===== config.mk =====
export PLATFORM = sky130hd
export DESIGN_NAME = vrf_wb_seq_flat
export DESIGN_NICKNAME = d
export VERILOG_FILES = /design/src/rtl/vrf_wb_seq_if.sv /design/src/rtl/vrf_wb_seq.sv /design/src/flat_wrapper.sv
export SDC_FILE = /design/constraint.sdc
export NUM_CORES = 1
export LEC_CHECK = 0
export ABC_AREA = 1
export CORE_MARGIN = 2
export CORE_UTILIZATION = 50
export CTS_CLUSTER_DIAMETER = 60
export CTS_CLUSTER_SIZE = 20
export DETAILED_ROUTE_END_ITERATION = 10
export GPL_TIMING_DRIVEN = 0
export PLACE_DENSITY = 0.81
export SYNTH_ARGS = -nofsm -noshare
export SYNTH_HDL_FRONTEND = slang
export SYNTH_SLANG_ARGS = --single-unit

===== constraint.sdc =====
create_clock -name clk_i -period 10.8 [get_ports clk_i]
set_clock_uncertainty 0.05 [all_clocks]
set_input_delay 2.16 -clock clk_i [delete_from_list [all_inputs] [get_ports clk_i]]
set_output_delay 2.16 -clock clk_i [all_outputs]
set_load 0.02 [all_outputs]

===== src/rtl/vrf_wb_seq_if.sv =====
// Result-group input and VRF write-port bundle for vrf_wb_seq.
interface vrf_wb_seq_if #(
   parameter int unsigned DATA_WIDTH = 32,
   parameter int unsigned REG_NUM    = 32,
   parameter int unsigned LANES      = 4
);
   localparam int unsigned ADDR_B = $clog2(REG_NUM);
   localparam int unsigned ELEM_B = $clog2(LANES);

   logic                          res_valid_i;
   logic                          res_ready_o;
   logic [LANES*DATA_WIDTH-1:0]   res_data_i;
   logic [LANES-1:0]              res_mask_i;
   logic [ADDR_B-1:0]             res_vd_i;
   logic                          wr_req_o;
   logic                          wr_en_o;
   logic                          wr_ready_o;
   logic [ADDR_B-1:0]             wr_addr_o;
   logic [ELEM_B-1:0]             wr_elem_cnt_o;
   logic [DATA_WIDTH-1:0]         wdata_o;
   logic                          busy_o;

   // Producer of result groups / consumer of VRF writes.
   modport master (
      output res_valid_i, res_data_i, res_mask_i, res_vd_i,
      input  res_ready_o, wr_req_o, wr_en_o, wr_ready_o, wr_addr_o,
      input  wr_elem_cnt_o, wdata_o, busy_o
   );

   // Write-back sequencer side.
   modport slave (
      input  res_valid_i, res_data_i, res_mask_i, res_vd_i,
      output res_ready_o, wr_req_o, wr_en_o, wr_ready_o, wr_addr_o,
      output wr_elem_cnt_o, wdata_o, busy_o
   );
endinterface


===== src/rtl/vrf_wb_seq.sv =====
// Vector register file write-back sequencer: buffers lane result groups in a
// 2-entry FIFO and serialises each group into one request plus LANES element writes.
module vrf_wb_seq #(
   parameter int unsigned DATA_WIDTH = 32,
   parameter int unsigned REG_NUM    = 32,
   parameter int unsigned LANES      = 4
) (
   input  logic         clk_i,
   input  logic         reset_i,
   vrf_wb_seq_if.slave  bus
);
   localparam int unsigned ADDR_B = $clog2(REG_NUM);
   localparam int unsigned ELEM_B = $clog2(LANES);

   typedef struct packed {
      logic [LANES*DATA_WIDTH-1:0] data;
      logic [LANES-1:0]            mask;
      logic [ADDR_B-1:0]           vd;
   } entry_t;

   typedef enum logic [1:0] {IDLE, REQ, WRITE} state_t;

   state_t              state;
   state_t              state_next;
   entry_t              fifo [2];
   entry_t              head;
   logic                wr_ptr;
   logic                rd_ptr;
   logic [1:0]          count;
   logic [1:0]          count_next;
   logic [ELEM_B-1:0]   elem;
   logic                push;
   logic                pop;
   logic                last_elem;
   logic                wr_req;
   logic                wr_en;
   logic                wr_ready;
   logic [ELEM_B-1:0]   elem_out;
   logic [DATA_WIDTH-1:0] wdata;

   // FIFO handshake and occupancy bookkeeping.
   always_comb begin
      push       = bus.res_valid_i && (count < 2'd2);
      last_elem  = (elem == ELEM_B'(LANES - 1));
      pop        = (state == WRITE) && last_elem;
      count_next = count + {1'b0, push} - {1'b0, pop};
      head       = fifo[rd_ptr];
   end

   // FIFO storage, pointers and count.
   always_ff @(posedge clk_i or posedge reset_i) begin
      if (reset_i) begin
         for (int i = 0; i < 2; i++) fifo[i] <= '0;
         wr_ptr <= 1'b0;
         rd_ptr <= 1'b0;
         count  <= 2'd0;
      end else begin
         if (push) begin
            fifo[wr_ptr] <= '{data: bus.res_data_i, mask: bus.res_mask_i, vd: bus.res_vd_i};
            wr_ptr       <= ~wr_ptr;
         end
         if (pop) rd_ptr <= ~rd_ptr;
         count <= count_next;
      end
   end

   // State register and element counter (cleared in REQ, stepped in WRITE).
   always_ff @(posedge clk_i or posedge reset_i) begin
      if (reset_i) begin
         state <= IDLE;
         elem  <= '0;
      end else begin
         state <= state_next;
         if (state == REQ)        elem <= '0;
         else if (state == WRITE) elem <= elem + ELEM_B'(1);
      end
   end

   // Next-state and write-port decode; the last element pops and chains straight into REQ.
   always_comb begin
      state_next = state;
      wr_req     = 1'b0;
      wr_en      = 1'b0;
      wr_ready   = 1'b0;
      elem_out   = '0;
      wdata      = '0;
      case (state)
         IDLE: begin
            if (count != 2'd0) state_next = REQ;
         end
         REQ: begin
            wr_req     = 1'b1;
            state_next = WRITE;
         end
         WRITE: begin
            elem_out = elem;
            wdata    = head.data[elem*DATA_WIDTH +: DATA_WIDTH];
            wr_en    = head.mask[elem];
            if (last_elem) begin
               wr_ready   = 1'b1;
               state_next = (count_next != 2'd0) ? REQ : IDLE;
            end
         end
         default: state_next = IDLE;
      endcase
   end

   // Outputs are decoded from registered state only.
   assign bus.res_ready_o   = (count < 2'd2);
   assign bus.wr_req_o      = wr_req;
   assign bus.wr_en_o       = wr_en;
   assign bus.wr_ready_o    = wr_ready;
   assign bus.wr_addr_o     = head.vd;
   assign bus.wr_elem_cnt_o = elem_out;
   assign bus.wdata_o       = wdata;
   assign bus.busy_o        = (state != IDLE) || (count != 2'd0);
endmodule


===== src/flat_wrapper.sv =====
// flat-port wrapper written by rule: the top's interface ports become plain ports
module vrf_wb_seq_flat 
#(
   parameter int unsigned DATA_WIDTH = 32,
   parameter int unsigned REG_NUM    = 32,
   parameter int unsigned LANES      = 4
)
  (clk_i, reset_i, bus_res_valid_i, bus_res_data_i, bus_res_mask_i, bus_res_vd_i, bus_res_ready_o, bus_wr_req_o, bus_wr_en_o, bus_wr_ready_o, bus_wr_addr_o, bus_wr_elem_cnt_o, bus_wdata_o, bus_busy_o);
  vrf_wb_seq_if #(.DATA_WIDTH(DATA_WIDTH), .REG_NUM(REG_NUM), .LANES(LANES)) bus_i ();
  input  logic clk_i;
  input  logic reset_i;
  input wire logic [$bits(bus_i.res_valid_i)-1:0] bus_res_valid_i;
  input wire logic [$bits(bus_i.res_data_i)-1:0] bus_res_data_i;
  input wire logic [$bits(bus_i.res_mask_i)-1:0] bus_res_mask_i;
  input wire logic [$bits(bus_i.res_vd_i)-1:0] bus_res_vd_i;
  output wire logic [$bits(bus_i.res_ready_o)-1:0] bus_res_ready_o;
  output wire logic [$bits(bus_i.wr_req_o)-1:0] bus_wr_req_o;
  output wire logic [$bits(bus_i.wr_en_o)-1:0] bus_wr_en_o;
  output wire logic [$bits(bus_i.wr_ready_o)-1:0] bus_wr_ready_o;
  output wire logic [$bits(bus_i.wr_addr_o)-1:0] bus_wr_addr_o;
  output wire logic [$bits(bus_i.wr_elem_cnt_o)-1:0] bus_wr_elem_cnt_o;
  output wire logic [$bits(bus_i.wdata_o)-1:0] bus_wdata_o;
  output wire logic [$bits(bus_i.busy_o)-1:0] bus_busy_o;
  assign bus_i.res_valid_i = bus_res_valid_i;
  assign bus_i.res_data_i = bus_res_data_i;
  assign bus_i.res_mask_i = bus_res_mask_i;
  assign bus_i.res_vd_i = bus_res_vd_i;
  assign bus_res_ready_o = bus_i.res_ready_o;
  assign bus_wr_req_o = bus_i.wr_req_o;
  assign bus_wr_en_o = bus_i.wr_en_o;
  assign bus_wr_ready_o = bus_i.wr_ready_o;
  assign bus_wr_addr_o = bus_i.wr_addr_o;
  assign bus_wr_elem_cnt_o = bus_i.wr_elem_cnt_o;
  assign bus_wdata_o = bus_i.wdata_o;
  assign bus_busy_o = bus_i.busy_o;
  vrf_wb_seq #(.DATA_WIDTH(DATA_WIDTH), .REG_NUM(REG_NUM), .LANES(LANES)) u_core (.clk_i(clk_i), .reset_i(reset_i), .bus(bus_i));
endmodule

==> impl_metrics.yaml <==
outcome:
  status: "complete, no violations"
yosys:
  synth_cell_type_count: 21
  ys_warn_count: 0
  synth-seq-area-share_pct: 51.9
  syn_inst: 1645
  ys_seq_elements: 282
  synth_nets: 1792
  syn_area_sq_um: 13600
  syn_avg_cell_area_sq_um: 8.27
sta:
  final_hold_viol_count: 0
  timing.final.ws_setup_ns: 5.29
  finalSetupViolCount: 0
  clock.fmax_mhz: 181
  setup_tns_ns: 0
  period_minus_slack_ns: 5.51
  maxSlewViolCount: 0
  timing.final.crit_share_pct: 51.0
  relSlewSlack_pct: 54.0
  tightest_slew_ns: 0.688
  grt_setup_unrepaired: "false"
cells_and_area:
  final_cells: 2219
  layout-drive-gt1-share_pct: 13.3
  synthToLayoutAreaGrowth_pct: 23.8
  final_cell_mix: "nand2_1, o21ai_0, dfrtp_1"
  nets: 2005
  final_cell_area_sq_um: 16800
  num-fill-cells: 2230
  final_common_cell: "nand2_1"
  multi_input_area_sq_um: 5240
  n_antenna_cell: 0
  regArea_sq_um: 7060
floorplanning:
  die-area_sq_um: 28500
  core_area_sq_um: 26800
  pin_count: 184
  num_rows: 60
  die_y_um: 169
  initial_core_util_pct: 50.7
  die_x_um: 169
route:
  totalWireLength_um: 40800
  first_pass_iters: 6
  viasPerCell: 5.52
  post_drt_wl_per_cell_um: 18.4
  drtAntennaViolNets: 0
  initialDrtViolationCount: 1218
  drc: 0
  num_vias: 12200
power:
  irDropWorstVdd_mv: 0.148
  power_density_nw_per_um2: 302
  leakagePower_nw: 8.17
placement:
  portBuffers: 183
  dp_cells: 2171
  gp_congestion: 0.935
  post_dp_cell_area_sq_um: 15900
  hpwlAfterDp_um: 29600
  pre_cts_slack_ns: 5.91
clock_network:
  clock-sinks: 282
  cts_buffers: 26
  clockBufferDepth: 3
  path_clk_slew_ns: 0.07
  ctsResizeCount: 0
  h-tree-depth: 1
  clock_latency_ns: 0.55
  clock-root-buffer: "clkbuf_16"
  hold_buffers: 0
  cts_tree: "yes"
  post_cts_buffers: 0
worst_hold_path:
  hold_class: "register to register"
  holdPathEnd: "u_core.fifo[205]"
  min_from: "u_core.fifo[205]"
  hold_path_depth: 2
setup_path:
  worstPathRequired_ns: 8.59
  path_buf_inv: 4
  cp.arrival_ns: 3.30
  worstReg2RegStart: "u_core.state[0]"
  r2r_slack_ns: 8.68
  startpoint_type: "register"
  crit_family: "buffers and inverters"
  slowest_stage: "clkdlybuf4s50_1"
  cp_slowest_stage_delay_ns: 0.63
  crit_type: "register to output port"
  reg2reg_depth: 13
  crit_path_end_kind: "output port"
  reg2reg_to: "u_core.state[0]"
  path_cells: "inv_1 -> ha_1 -> inv_1 -> nor2_1 -> clkbuf_1 -> nand2_1 -> nand2_1 -> clkdlybuf4s50_1"
  crit_fanout: 10
global_route:
  overflow: 0
  antenna_found_initial: 0
  grt_pass1_wl_um: 63600
  grt_max_degree: 123
  grt_pass1_vias: 11900
  gr-usage-all-layers_pct: 28.4
flow_run:
  drv_cap: 0
sequential cells by signal, indices dropped and copies added (netlist names):
signal / count
u_core.rd_ptr: 1
u_core.wr_ptr: 1
u_core.count: 2
u_core.state: 2
u_core.elem: 2
u_core.fifo: 274
worst max path at each step:
stage | startpoint | end | slack, ns | depth (start not counted)
after floorplan | reset_i | u_core.count[0] | 0.81 | 1
after global placement | reset_i | u_core.fifo[225] | -2.37 | 2
after detailed placement | u_core.state[0] | bus_wdata_o[20] | 5.91 | 8
after CTS | u_core.state[0] | bus_wdata_o[2] | 5.31 | 8
after global routing | u_core.state[0] | bus_wdata_o[19] | 5.11 | 8
final | u_core.state[0] | bus_wdata_o[20] | 5.29 | 8
per-stage QoR:
stage	power, mW	hold slack [ns]	utilization [%]
after floorplan	3.26	0.398	-
after global placement	3.95	0.408	59.2
after detailed placement	4.04	0.413	59.4
after CTS	5.05	0.431	62.8
after global routing	5.40	0.447	62.8
final	5.09	0.429	62.8
synthesized netlist by cell type, drive strengths merged:
cell	instances	area share, %
a21oi	2	0.074
buf	72	4.2
clkbuf	40	1.2
clkinv	1	0.028
dfrtp	282	52
ha	7	0.64
inv	154	4.3
nand2	406	11
nand3	4	0.15
nor2	200	5.5
o21ai	475	21
or2	1	0.046
xor2	1	0.064
worst register-to-register path, cell delays in order, from the launching register on:
cell and delay (ns):
dfrtp_1 0.41, inv_1 0.09, ha_1 0.26, nand2_1 0.12, inv_1 0.08, ha_1 0.28
inv_1 0.04, ha_1 0.29, inv_1 0.07, nand3_1 0.10, nand2_1 0.08, nand2_1 0.05
nand2_1 0.05, nand2_1 0.04
power breakdown:
part           switching [mW]  leakage (nW)  internal [mW]
clock                   0.462         0.453          0.537
sequential              0.268          3.52           1.55
combinational            1.44          4.20          0.831
total                    2.17          8.17           2.92
logic make-up (layout without fill, tap and decap cells):
kind of cell    count (synthesis)  in the layout  share of synthesized area (%)
simple gates                  611            611                           16.9
xor+xnor                        1              1                         0.0644
flops                         282            282                           51.9
fa+ha+maj                       7              7                          0.644
compound gates                477            477                           20.9
buf+inv                       267            500                           9.59
routing by layer:
layer / vias to the layer above / wire length [um] / track usage [%]
met5: - / 0 / 0
met4: 0 / 2080 / 13.4
met3: 131 / 3130 / 3.69
met2: 625 / 18800 / 45.0
met1: 5822 / 16700 / 39.3
li1: 5664 / - / -
layout make-up:
class / count / share of cell area, %
timing repair buffer: 185 / 11.2
buffer: 112 / 4.29
multi-input combinational: 1096 / 31.1
tap: 341 / 2.53
clock buffer: 30 / 4.20
inverter: 155 / 3.50
clock inverter: 18 / 1.24
sequential: 282 / 41.9
Note: power is estimated with default switching activity, not from simulation.
